--- config.mk ---
export PLATFORM = sky130hd
export DESIGN_NAME = core_run_ctrl
export DESIGN_NICKNAME = d
export VERILOG_FILES = /design/src/rtl/core_run_ctrl.sv
export SDC_FILE = /design/constraint.sdc
export NUM_CORES = 1
export LEC_CHECK = 0
export ABC_AREA = 1
export ABC_CLOCK_PERIOD_IN_PS = 3000
export CELL_PAD_IN_SITES_DETAIL_PLACEMENT = 1
export CELL_PAD_IN_SITES_GLOBAL_PLACEMENT = 2
export CORE_UTILIZATION = 25
export DETAILED_ROUTE_END_ITERATION = 6
export PLACE_DENSITY_LB_ADDON = 0.1
export SLEW_MARGIN = 10
export SYNTH_ARGS = -nofsm -noshare
export SYNTH_HDL_FRONTEND = slang
export SYNTH_SLANG_ARGS = --single-unit
--- constraint.sdc ---
create_clock -name clk -period 3 [get_ports clk]
set_input_delay 0.6 -clock clk [delete_from_list [all_inputs] [get_ports clk]]
set_output_delay 0.6 -clock clk [all_outputs]
set_load 0.1 [all_outputs]
--- src/rtl/core_run_ctrl.sv ---
// Run/halt/step controller for a single-issue core.
// Gates PC and register-file update and tracks the halt cause.
module core_run_ctrl #(
    parameter int unsigned HOLD_CYCLES  = 4,
    parameter bit          START_HALTED = 1'b1
) (
    input  logic        clk,
    input  logic        rst_n,
    input  logic        run_req,
    input  logic        halt_req,
    input  logic        step_req,
    input  logic [7:0]  step_count,
    input  logic        bp_en,
    input  logic [31:0] bp_addr,
    input  logic [31:0] pc,
    input  logic        core_halt,
    input  logic        cnt_clr,
    output logic        core_en,
    output logic [1:0]  state,
    output logic        halted,
    output logic [2:0]  halt_cause,
    output logic [7:0]  step_rem,
    output logic [31:0] cycle_cnt,
    output logic [31:0] retire_cnt
);

    localparam int HW = (HOLD_CYCLES > 1) ? $clog2(HOLD_CYCLES) : 1;
    localparam logic [HW-1:0] HOLD_LAST = HW'(HOLD_CYCLES - 1);

    typedef enum logic [1:0] {
        S_HOLD   = 2'b00,
        S_HALTED = 2'b01,
        S_RUN    = 2'b10,
        S_STEP   = 2'b11
    } state_t;

    localparam logic [2:0] C_ECALL = 3'd1;
    localparam logic [2:0] C_EXT   = 3'd2;
    localparam logic [2:0] C_BP    = 3'd3;
    localparam logic [2:0] C_STEP  = 3'd4;

    state_t      state_q, state_d;
    logic [HW-1:0] hold_q, hold_d;
    logic [2:0]  cause_q, cause_d;
    logic [7:0]  rem_q, rem_d;
    logic        skip_q, skip_d;
    logic [31:0] cyc_q, ret_q;
    logic        active, bp_hit, stop;

    always_ff @(posedge clk or negedge rst_n) begin
        if (!rst_n) begin
            state_q <= S_HOLD;
            hold_q  <= '0;
            cause_q <= '0;
            rem_q   <= '0;
            skip_q  <= 1'b0;
        end else begin
            state_q <= state_d;
            hold_q  <= hold_d;
            cause_q <= cause_d;
            rem_q   <= rem_d;
            skip_q  <= skip_d;
        end
    end

    always_comb begin
        state_d = state_q;
        hold_d  = hold_q;
        cause_d = cause_q;
        rem_d   = rem_q;
        skip_d  = skip_q;
        active  = (state_q == S_RUN) || (state_q == S_STEP);
        bp_hit  = bp_en && (pc == bp_addr) && !skip_q;
        stop    = active && (core_halt || halt_req || bp_hit);
        core_en = active && !stop;
        // The resumed-at breakpoint instruction is allowed through once
        if (core_en) skip_d = 1'b0;
        unique case (state_q)
            S_HOLD: begin
                if (hold_q == HOLD_LAST) begin
                    hold_d  = '0;
                    state_d = START_HALTED ? S_HALTED : S_RUN;
                end else begin
                    hold_d = hold_q + HW'(1);
                end
            end
            S_HALTED: begin
                if (run_req) begin
                    state_d = S_RUN;
                    skip_d  = 1'b1;
                end else if (step_req && step_count != 8'd0) begin
                    state_d = S_STEP;
                    rem_d   = step_count;
                    skip_d  = 1'b1;
                end
            end
            S_RUN, S_STEP: begin
                if (stop) begin
                    state_d = S_HALTED;
                    cause_d = core_halt ? C_ECALL :
                              halt_req  ? C_EXT   : C_BP;
                end else if (state_q == S_STEP) begin
                    if (rem_q == 8'd1) begin
                        state_d = S_HALTED;
                        cause_d = C_STEP;
                        rem_d   = 8'd0;
                    end else begin
                        rem_d = rem_q - 8'd1;
                    end
                end
            end
            default: ;
        endcase
    end

    always_ff @(posedge clk or negedge rst_n) begin
        if (!rst_n) begin
            cyc_q <= '0;
            ret_q <= '0;
        end else if (cnt_clr) begin
            cyc_q <= '0;
            ret_q <= '0;
        end else begin
            cyc_q <= cyc_q + {31'd0, state_q != S_HOLD};
            ret_q <= ret_q + {31'd0, core_en};
        end
    end

    assign state      = state_q;
    assign halted     = (state_q == S_HALTED);
    assign halt_cause = cause_q;
    assign step_rem   = rem_q;
    assign cycle_cnt  = cyc_q;
    assign retire_cnt = ret_q;

endmodule

# Word-level counts from Yosys, hierarchy flattened
# Index checks and enable logic that the tools add are counted.
word_totals:
  in_bits: 80
  elab_cells: 70
  output_inout_bits: 79
  regBits: 80
op_classes:
  n_reduce_logical: 20
  mux: 25
  eq_ne: 14
  n_addsub: 4
ops:
  columns: ["cell", "n"]
  rows:
  - ["$add 32x1->32", 2]
  - ["$mux 32", 2]
  - ["$mux 8", 5]
  - ["$eq 32x32->1", 1]
  - ["$mux 2", 8]
  - ["$pmux 8 s2", 1]
  - ["$mux 3", 3]
  - ["$eq 8x1->1 const B", 1]
  - ["$ne 2x2->1 const B", 4]
  - ["$reduce_bool 2->1", 4]
  - ["$reduce_bool 8->1", 1]
  - ["$sub 8x1->8 const B", 1]
  - ["$eq 2x2->1 const B", 3]
  - ["$ne 3x3->1 const B", 2]
  - ["$pmux 2 s3", 1]
  - ["$logic_and 1x1->1", 5]
  - ["$mux 1", 5]
  - ["$reduce_and 5->1", 1]
  - ["$reduce_and 4->1", 1]
  - ["$logic_or 1x1->1", 3]
  - ["$ne 3x2->1 const B", 1]
  - ["$reduce_and 3->1", 1]
  - ["$add 2x1->2 const B", 1]
  - ["$eq 2x1->1 const B", 1]
  - ["other kinds (4)", 5]

# Logic depth before layout (Yosys ltp)
# Gate-level depths: netlist of run 1.
depth:
  depth_word: 11
  ltp_mapped: 22

# Worst setup path after synthesis of run 1
# OpenSTA, ideal clock, no wires.
synth_timing:
  path_type: "register to register"
  start: "register state_q[1], in the netlist state[1]"
  end: "register ret_q[26], in the netlist retire_cnt[26]"
  n_path_buf: 0
  setup_slack_ps: -1222
  path_stages_with_launch: 14
  t_required_ps: 2876
  arrival_time_ps: 4098
  setup_ps: 124
  cell_sequence: "dfrtp_1 inv_1 nor2_1 ha_1 ha_1 nand3_1 nor2_2 nand4_1 inv_1 nand2_1 nor2_4 nand3_1 nand2_1 nor2_1"
synth_via:
  elab_chain_len: 7
  elab_cells_between_ends: 8
  classes_between: "add/sub: 1; eq/ne: 2; mux: 1; reduce/logical: 4"
synth_lines:
  columns: ["element", "line_no", "rtl"]
  rows:
  - ["start: declaration", "42", "state_t state_q, state_d;"]
  - ["start signal: assignment", "58", "state_q <= state_d;"]
  - ["$eq 2x2->1", "72", "active = (state_q == S_RUN) || (state_q == S_STEP);"]
  - ["$logic_or 1x1->1 *", "72", null]
  - ["$logic_and 1x1->1", "74", "stop = active && (core_halt || halt_req || bp_hit);"]
  - ["$logic_not 1->1", "75", "core_en = active && !stop;"]
  - ["$logic_and 1x1->1 *", "75", null]
  - ["via core_en", "18", "output logic core_en,"]
  - ["$add 32x1->32 *", "125", "ret_q <= ret_q + {31'd0, core_en};"]
  - ["$mux 32 *", "120", "end else if (cnt_clr) begin"]
  - ["end signal: assignment", "125", null]
  - ["end: declaration", "47", "logic [31:0] cyc_q, ret_q;"]
# Mark *: on every way through the listed nets, which the timed path passes. The rest lies on a longest branch.
# A chain may end at the register's enable or synchronous reset.

# Worst setup path in the final report of run 1
layout_timing:
  start: "input port bp_addr[13]"
  end: "output port core_en"
layout_via:
  elab_chain_len: 7
layout_lines:
  columns: ["element", "line_no", "rtl"]
  rows:
  - ["start: declaration", "14", "input logic [31:0] bp_addr,"]
  - ["$eq 32x32->1", "73", "bp_hit = bp_en && (pc == bp_addr) && !skip_q;"]
  - ["$logic_and 1x1->1 (2 in series)", "73", null]
  - ["$logic_or 1x1->1", "74", null]
  - ["$logic_and 1x1->1", "74", null]
  - ["$logic_not 1->1", "75", null]
  - ["$logic_and 1x1->1", "75", null]
  - ["end: declaration", "18", null]
# Every way passes these cells.

==> impl_results.md, run 1 <==
* Crit end category: output pin
* Sequential cell area fraction in the yosys report at ~40%
* Number of port buffers at around 160
* CP peak stage delay at 0.49 ns
* Cell area after synthesis at 5100 sq um
* Mux share of post-synthesis cell area at 0%
* Synthesized area per cell at slightly above 7 sq um
* Num rows at between 50 and 60
* Root Driver: clkbuf_16
* Fraction of registers with async set/reset at 100%
* Post-synth EDFFs at 0
* Via density at approximately 4.5
* Iteration-0 DRC Markers at 124
* Clock Sinks at 80
* # setup viols final at 0
* CP arrival at 2.23 ns
* Clock Pin Slew Worst Setup and Hold Paths at about 0.060 ns
* Post-route ant nets at 0
* Syn Nets at 800
* Synth area leaders: dfrtp_1 (39%), nand2_1 (12%), inv_1 (8.5%)
* Post-Place Setup Slack at -0.424 ns
* Hold Path Class: input port to asynchronous set/reset pin
* Yosys top cell by area: dfrtp_1
* Power Density at 587 nW/um^2
* H-tree levels at 3
* Synth Area in Compound Gates at 7.53%
* XOR/XNOR Fraction of Synth Area at 6.01%
* Slew Limit Fails at 0
* Die ar. at 21000 sq um
* DRC violations left at 0
* # fillers at around 2.4k
* Maxcap violations at 0
* Initial antenna violation count at 0
* Layout area overhead at 44.4%
* Vias in the first global route at 5472
* Antenna diodes at 0
* Crit share post-route at 94.3%
* Gr ovfl total at 0
* Initial Util at 25.9%
* YS warnings at 0
* RD Place Congestion at 0.799
* Clock skew at 0.0135 ns
* Yosys top cell area share at 39.3%
* Measured slew at the worst slew-check pin at roughly 0.64 ns
* DPL Wire Length at 13800 um
* # nets final at just under 1k
* Deepest clock path buffer count at 2
* Data required, critical path at 2.40 ns
* CP Launch Type: input port
* Netlist cell types at 36
* Final Core Density at 37.3%
* Status: complete, no violations
* Core box area at 19700 sq um
* Main combinational cell family by area after synthesis: simple AND/OR/NAND/NOR gates
* Buffers & Inverters on Critical Path at 5
* Ys flop type: dfrtp_1
* Largest net degree at the start of global routing at between 40 and 50
* Via count at 5208
* Hold_buf cts at 0
* Total Neg Setup Slack at 0 ns
* Crit path kind: input port to output pin
* Crit path time final at 2.83 ns
* RSZ-0062 raised after global routing: no
* Max_slew headroom at about 57%
* Die width at ~140 um
* Worst skew pair latency at 0.35 ns
* CTS tree: yes
* Pleak at around 3.5 nW
* Post-route setup slack at 0.171 ns
* Io pins at 159
* Post-CTS Setup Bufs at 0
* First-pass GRT wire length at 28600 um
* Final Hold Vio Count at 0
* Yosys reg bits at 80
* Drt total wl at 17600 um
* CTS buffer count at 9
* Crit path max-delay family: buffers and inverters
* Layout cells sized above 1 at roughly a fifth
* Routed wire per std cell at 15.2 um
* Synth Area in Adders at about 1.7%
* Worst-path maximum fanout at 3
* Worst-case reg-to-reg path depth at 15
* Crit path depth at 14
* Max IR drop VDD at 0.591 mV
* Total track usage at 17.7%
* Cells along the critical path: clkdlybuf4s50_1 -> inv_2 -> nand2_1 -> nand2_1 -> inv_1 -> nand2_1 -> nor2_1 -> nand2_1 -> nor2_1 -> nand3_2 -> nand2_2 -> nor2_4 -> buf_4 -> buf_12
* Max Freq at 0.354 GHz
* Synth Area in Simple Gates at a little over a third
* Synthesized instance count at roughly 710
* CP max-delay cell: clkdlybuf4s50_1
* Crit path top cell by count: nand2_1
* Die height at 145 um
* First drt pass iteration count at 4
==> Yosys cell counts, types with 3 or more instances <==
library cell and number:
nor3_4 4, inv_2 6, nor4_2 3, nor2_4 4
clkbuf_1 7, ha_1 7, nor4_1 4, a31oi_1 5
nand3_1 39, nor3_1 31, nand2_2 7, inv_1 115
buf_2 3, nor2_1 100, nand2_1 162, a21oi_1 24
o21ai_0 31, nor2_2 3, nand4_1 14, xnor2_1 12
xor2_1 23, o22ai_1 7, nor3_2 6, dfrtp_1 80
==> path summary, 6_finish.rpt <==
path	start	end	slack [ns]
hold / removal	rst_n	halt_cause[0]	0.25
min in group clk	hold_q[1]	hold_q[1]	0.49
setup / recovery	bp_addr[13]	core_en	0.17
max in group asynchronous	rst_n	retire_cnt[2]	2.07
setup reg to reg	state[0]	cycle_cnt[24]	0.54
hold reg to reg	hold_q[1]	hold_q[1]	0.49
==> through the flow <==
stage	std cells	hold slack (ns)	total power, mW	instance area (sq um)
6_report	1160	0.253	4.32	7360
2_1_floorplan	713	0.304	2.62	5170
5_1_grt	1160	0.306	4.56	7360
3_3_place_gp	1144	0.459	3.14	7010
3_5_place_dp	1144	0.488	3.17	7010
4_1_cts	1160	0.288	4.39	7320
==> power breakdown <==
| part | total [mW] | switching (mW) | internal [mW] |
|---|---|---|---|
| clock | 1.19 | 0.507 | 0.680 |
| sequential | 1.31 | 0.117 | 1.20 |
| combinational | 1.82 | 1.32 | 0.497 |
| total | 4.32 | 1.95 | 2.37 |
==> cell usage in the layout, fill, tap and decap left out, types with 23 or more instances in the layout <==
cell type,n
nor2_1,97
a21oi_1,23
nand3_1,37
nor3_1,30
clkdlybuf4s50_1,70
o21ai_0,25
inv_1,107
dfrtp_1,79
buf_4,96
nand2_1,159
==> kinds of logic (layout without fill, tap and decap cells) <==
logic type,Yosys count,after routing
compound gates,72,72
xor+xnor,35,35
fa+ha+maj,7,7
buf+inv,132,314
flops,80,80
simple gates,387,387
==> timing repair <==
action / CTS / global route
pin swaps: 0 / 7
cloned: 0 / 0
resized for setup: 1 / 19
endpoints found under the setup margin: 5 / 24
==> registers in the layout (all words and copies together), names as in the netlist <==
register    flops
cycle_cnt      32
state           2
step_rem        8
retire_cnt     32
hold_q          2
halt_cause      3
skip_q          1
==> layer usage <==
layer	vias to the layer above	share of wire (%)	track usage (%)
li1	2615	-	-
met1	2480	46	22.7
met2	97	48	30.5
met3	16	4.4	2.83
met4	0	1.3	5.43
met5	-	0	0
==> layout make-up <==
type                    count  area (sq um)  share of cell area [%]
clock inverters             6          73.8                    1.00
repair buffers            176          1560                    21.2
well taps                 265           332                    4.50
multi-input cells         501          2690                    36.5
inverters                 122           470                    6.39
flip-flops and latches     80          2000                    27.2
clock buffers              10           239                    3.25
Note: power is estimated with default switching activity, not from simulation.
==> run 2: changes to the inputs <==
REMOVE_ABC_BUFFERS = 1   (was default)
==> impl_results.md, run 2 (same netlist as run 1, synthesis figures left out) <==
* Status: complete, no violations
* Commonest non-fill, non-tap cell in the layout: nand2_1
* Die ar. at 21000 sq um
* Via density at 4.48
* CTS tree: yes
* Gr ovfl total at 0
* Flop pwr share at 30.4%
* Clock skew at 0.0111 ns
* Deepest clock path buffer count at 2
* P_sw at 1.89 mW
* First drt pass iteration count at 4
* Clock Sinks at 80
* Post-route setup slack at 0.204 ns
* Worst skew pair latency at 0.35 ns
* Layout area overhead at 44.3%
* Max_slew headroom at 57.1%
* Final Hold Vio Count at 0
* Num rows at 51
* Data required, critical path at 3.23 ns
* H-tree levels at 3
* Io pins at 159
* Drt total wl at around 17000 um
* Die height at 145 um
* Pleak at 3.46 nW
* Max IR drop VDD at between 0.5 and 0.6 mV
* Max Freq at 0.358 GHz
* Final Core Density at a little under two fifths
* Via count at between 5k and 6k
* Post-Place Setup Slack at -0.496 ns
* Worst-case reg-to-reg path depth at 13
* Slew Limit Fails at 0
* Crit share post-route at roughly 93%
* Switching part of the total at 43.9%
* Iteration-0 DRC Markers at ~150
* Initial Util at 25.9%
* Hold_buf cts at 0
* Routed wire per std cell at 15.0 um
* Crit path kind: input port to flip-flop
* Largest net degree at the start of global routing at 44
* Comb pwr share at 41.7%
* Root Driver: clkbuf_16
* Layout cells sized above 1 at a little under a fifth
* Area of the multi-input gates at 2680 sq um
* Core box area at 19700 sq um
* Initial antenna violation count at 0
* Post-route ant nets at 0
* CTS buffer count at 9
* Cells along the critical path: clkdlybuf4s50_1 -> inv_1 -> o21ai_0 -> nor2_1 -> nand2_1 -> nor2_1 -> nand3_2 -> nand2_2 -> nor2_4 -> ha_4 -> ha_4 -> nand3_4 -> nor2_4 -> nand4_1 -> inv_1 -> nand2_2 -> nor2_4 -> nand3_2 -> nand2_1 -> nor2_1
* Measured slew at the worst slew-check pin at 0.644 ns
* Crit path time final at 2.80 ns
* Total Neg Setup Slack at 0 ns
* Worst-path maximum fanout at 6
* Total track usage at 17.4%
* Number of port buffers at 158
* Vias in the first global route at around 5.6k
* CP max-delay cell: clkdlybuf4s50_1
* CP peak stage delay at 0.46 ns
* Hold Path Class: input port to asynchronous set/reset pin
* DPL Wire Length at 13700 um
* Min Hold Slack at 0.283 ns
* Die width at ~140 um
* Total chip power at 4.31 mW
* FF+latch area at 2000 sq um
* Maxcap violations at 0
* DRC violations left at 0
* Clock Pin Slew Worst Setup and Hold Paths at approximately 0.07 ns
* Clk network pwr share at 27.9%
* Crit end category: flip-flop
* RD Place Congestion at 0.809
* # nets final at 980
* Power Density at around 600 nW/um^2
* First-pass GRT wire length at approximately 28000 um
* # fillers at between 2k and 2.5k
* CP arrival at 3.03 ns
* CP Launch Type: input port
* Pint at 2.42 mW
* Most frequent cells in the layout: nand2_1 (159), inv_1 (114), buf_4 (99)
* Antenna diodes at 0
* # setup viols final at 0
[run 2: power by group through the flow]
stage | Combinational (mW) | Clock, mW | Sequential [mW]
2_1_floorplan | 0.603 | 0 | 1.99
3_3_place_gp | 1.79 | 0 | 1.33
5_1_grt | 1.94 | 1.28 | 1.33
3_5_place_dp | 1.80 | 0 | 1.33
4_1_cts | 1.81 | 1.25 | 1.31
6_report | 1.80 | 1.20 | 1.31
[run 2: critical path, delay by kind of cell]
family	cells	cell delay (ns)
AOI/OAI and AO/OA	1	0.17
adders and majority gates	2	0.29
buffers and inverters	3	0.63
and+or+nand+nor	14	1.34
[run 2: worst paths after layout]
path / from / end / slack, ns
min reg2reg: hold_q[1] / hold_q[1] / 0.48
max in group asynchronous: rst_n / cycle_cnt[5] / 2.05
max: pc[17] / retire_cnt[28] / 0.20
min in group clk: hold_q[1] / hold_q[1] / 0.48
min: rst_n / cycle_cnt[23] / 0.28
max reg2reg: state[0] / cycle_cnt[30] / 0.63
[run 2: stage by stage]
| step | instances | instance area [sq um] |
|---|---|---|
| finish | 1163 | 7360 |
| global placement | 1144 | 6930 |
| CTS | 1162 | 7280 |
| global route | 1163 | 7360 |
| floorplan | 703 | 5060 |
| detailed placement | 1144 | 6930 |
[run 2: final cells by class]
| class | count | area share (%) |
|---|---|---|
| tap | 265 | 4.51 |
| timing repair buffer | 179 | 21.4 |
| sequential | 80 | 27.2 |
| clock buffer | 11 | 3.16 |
| inverter | 122 | 6.22 |
| multi-input combinational | 501 | 36.5 |
| clock inverter | 5 | 1.11 |
[run 2: per-layer routing]
layer	share of wire [%]	global-route usage, %
met4	0.78	3.71
met1	45	20.8
met2	51	31.8
met5	0	0
met3	3.8	3.46
[run 2: timing repair]
action	CTS	global route
pin swaps	3	9
buffers inserted	2	1
setup endpoints to repair	6	18
resized for setup	6	19
==> run 3: changes to the inputs <==
ABC_CLOCK_PERIOD_IN_PS = 3200   (was 3000)
SLEW_MARGIN = 30   (was 10)
clock period = 3.2 ns   (was 3 ns; I/O delays follow)
==> impl_results.md, run 3 (same netlist as run 1, synthesis figures left out) <==
* Pint at approximately 2.1 mW
* Comb pwr share at between 40 and 50%
* Most frequent cells in the layout: nand2_1 (160), inv_1 (114), buf_4 (98)
* # nets final at 978
* Pleak at 3.40 nW
* Worst R2R Setup Slack at 0.83 ns
* Status: complete, no violations
* Initial Util at 25.9%
* Flop pwr share at 31.8%
* FF+latch area at between 2000 and 2500 sq um
* Worst-path maximum fanout at 4
* Data required, critical path at 3.46 ns
* Maxcap violations at 0
* Core box area at between 15000 and 20000 sq um
* CP arrival at 3.21 ns
* Buffers & Inverters on Critical Path at 4
* DPL Wire Length at 13800 um
* Max_slew headroom at 59.3%
* Deepest clock path buffer count at 2
* Crit end category: flip-flop
* Hold Path Class: input port to asynchronous set/reset pin
* # fillers at 2430
* Worst skew pair latency at 0.35 ns
* Fin cells at between 1k and 1.5k
* Placed Instances at 1144
* Gr ovfl total at 0
* Routed wire per std cell at 15.0 um
* Layout cells sized above 1 at 18.2%
* P_sw at 1.76 mW
* Crit path max-delay family: simple AND/OR/NAND/NOR gates
* Clk network pwr share at 24.6%
* Via density at 4.48
* Crit path kind: input port to flip-flop
* Root Driver: clkbuf_16
* Slew Limit Fails at 0
* Die ar. at approximately 21000 sq um
* Max Freq at 0.340 GHz
* Die height at 145 um
* Clock skew at a little over 0.01 ns
* Final Hold Vio Count at 0
* CTS buffer count at 9
* Total track usage at 17.3%
* Drt total wl at 17400 um
* Layout area overhead at 42.1%
* CTS tree: yes
* CP max-delay cell: clkdlybuf4s50_1
* Crit path time final at 2.95 ns
* Vias in the first global route at 5561
* First drt pass iteration count at 4
* Via count at slightly above 5k
* Largest net degree at the start of global routing at 43
* Measured slew at the worst slew-check pin at 0.610 ns
* CP Launch Type: input port
* Number of port buffers at 158
* RD Place Congestion at 0.816
* First-pass GRT wire length at 27800 um
* Power Density at 533 nW/um^2
* Die width at approximately 140 um
* Min Hold Slack at 0.305 ns
* Switching part of the total at 45.7%
* Crit share post-route at 92.0%
* Post-route ant nets at 0
* Area of the multi-input gates at 2660 sq um
* DRC violations left at 0
* Io pins at 159
* H-tree levels at 3
* Clock Sinks at 80
* Num rows at 51
* Clock Pin Slew Worst Setup and Hold Paths at 0.06 ns
* CP peak stage delay at 0.49 ns
* Hold_buf cts at 0
* Antenna diodes at 0
* # setup viols final at 0
* Max IR drop VDD at slightly below 0.8 mV
* Initial antenna violation count at 0
* Iteration-0 DRC Markers at 120
* Crit path top cell by count: nand2_1
* Commonest non-fill, non-tap cell in the layout: nand2_1
* Cells along the critical path: clkdlybuf4s50_1 -> inv_1 -> nand2_1 -> nand2_1 -> nand2_1 -> nor2_1 -> nand2_1 -> nor2_1 -> nand3_2 -> nand2_2 -> nor2_4 -> ha_4 -> ha_4 -> nand3_2 -> nor2_4 -> nand4_1 -> buf_4 -> buf_4 -> nor2_2 -> a21oi_1 -> nor3_1
==> run 3: changes by cell type in the layout (fill, tap and decap cells not counted), sizes merged <==
cell           before  now
bufinv              2    0
clkinv              3    4
buf               101   99
dlymetal6s2s        3    1
clkbuf             11    9
clkinvlp            1    3
clkdlybuf4s50      75   77
==> run 3: through the flow <==
step / worst slack [ns] / power (mW) / util (%) / area, sq um / TNS (ns)
after floorplan: -1.17 / 2.43 / - / 5060 / -27.96
after global placement: -0.226 / 2.92 / 35.1 / 6920 / -1.47
after detailed placement: -0.285 / 2.94 / 35.1 / 6920 / -2.06
after CTS: 0.0734 / 3.93 / 36.4 / 7180 / 0
after global routing: -0.00921 / 4.10 / 36.8 / 7250 / -0.00921
final: 0.255 / 3.86 / 36.8 / 7250 / 0
==> run 3: metal layers <==
| layer | up-vias | global-route usage, % | wire length [um] |
|---|---|---|---|
| li1 | 2621 | - | - |
| met1 | 2483 | 20.8 | 7860 |
| met2 | 86 | 31.5 | 8800 |
| met3 | 9 | 3.13 | 603 |
| met4 | 0 | 4.32 | 155 |
| met5 | - | 0 | 0 |
==> run 3: area by class of cell <==
class,instances,area share (%)
clock buffer,9,3.11
clock inverter,6,0.518
inverter,122,6.32
multi-input combinational,501,36.6
sequential,80,27.6
tap,265,4.57
timing repair buffer,177,21.2
==> run 3: path summary, 6_finish.rpt <==
check | start | depth (start not counted) | end
min in group clk | hold_q[1] | 2 | hold_q[1]
max reg2reg | skip_q | 18 | retire_cnt[16]
min reg2reg | hold_q[1] | 2 | hold_q[1]
max in group asynchronous | rst_n | 2 | cycle_cnt[1]
max | pc[26] | 21 | retire_cnt[16]
min | rst_n | 1 | cycle_cnt[3]
==> run 3: worst reg2reg max path: cells and delay by family (launching register included) <==
| family | cells | cell delay (ns) |
|---|---|---|
| simple gates | 12 | 1.24 |
| compound gates | 1 | 0.07 |
| buf+inv | 3 | 0.37 |
| fa+ha+maj | 2 | 0.29 |
| flops | 1 | 0.32 |
==> run 3: power by group through the flow <==
| stage | Combinational [mW] | Clock, mW | Sequential (mW) |
|---|---|---|---|
| global route | 1.82 | 1.03 | 1.25 |
| finish | 1.68 | 0.950 | 1.23 |
| floorplan | 0.565 | 0 | 1.86 |
| detailed placement | 1.69 | 0 | 1.25 |
| global placement | 1.67 | 0 | 1.24 |
| CTS | 1.70 | 1.00 | 1.23 |
==> run 3: repair_timing <==
item,4_1_cts,5_1_grt
setup buffers,0,1
setup endpoints to repair,0,10
gates resized for setup,0,15
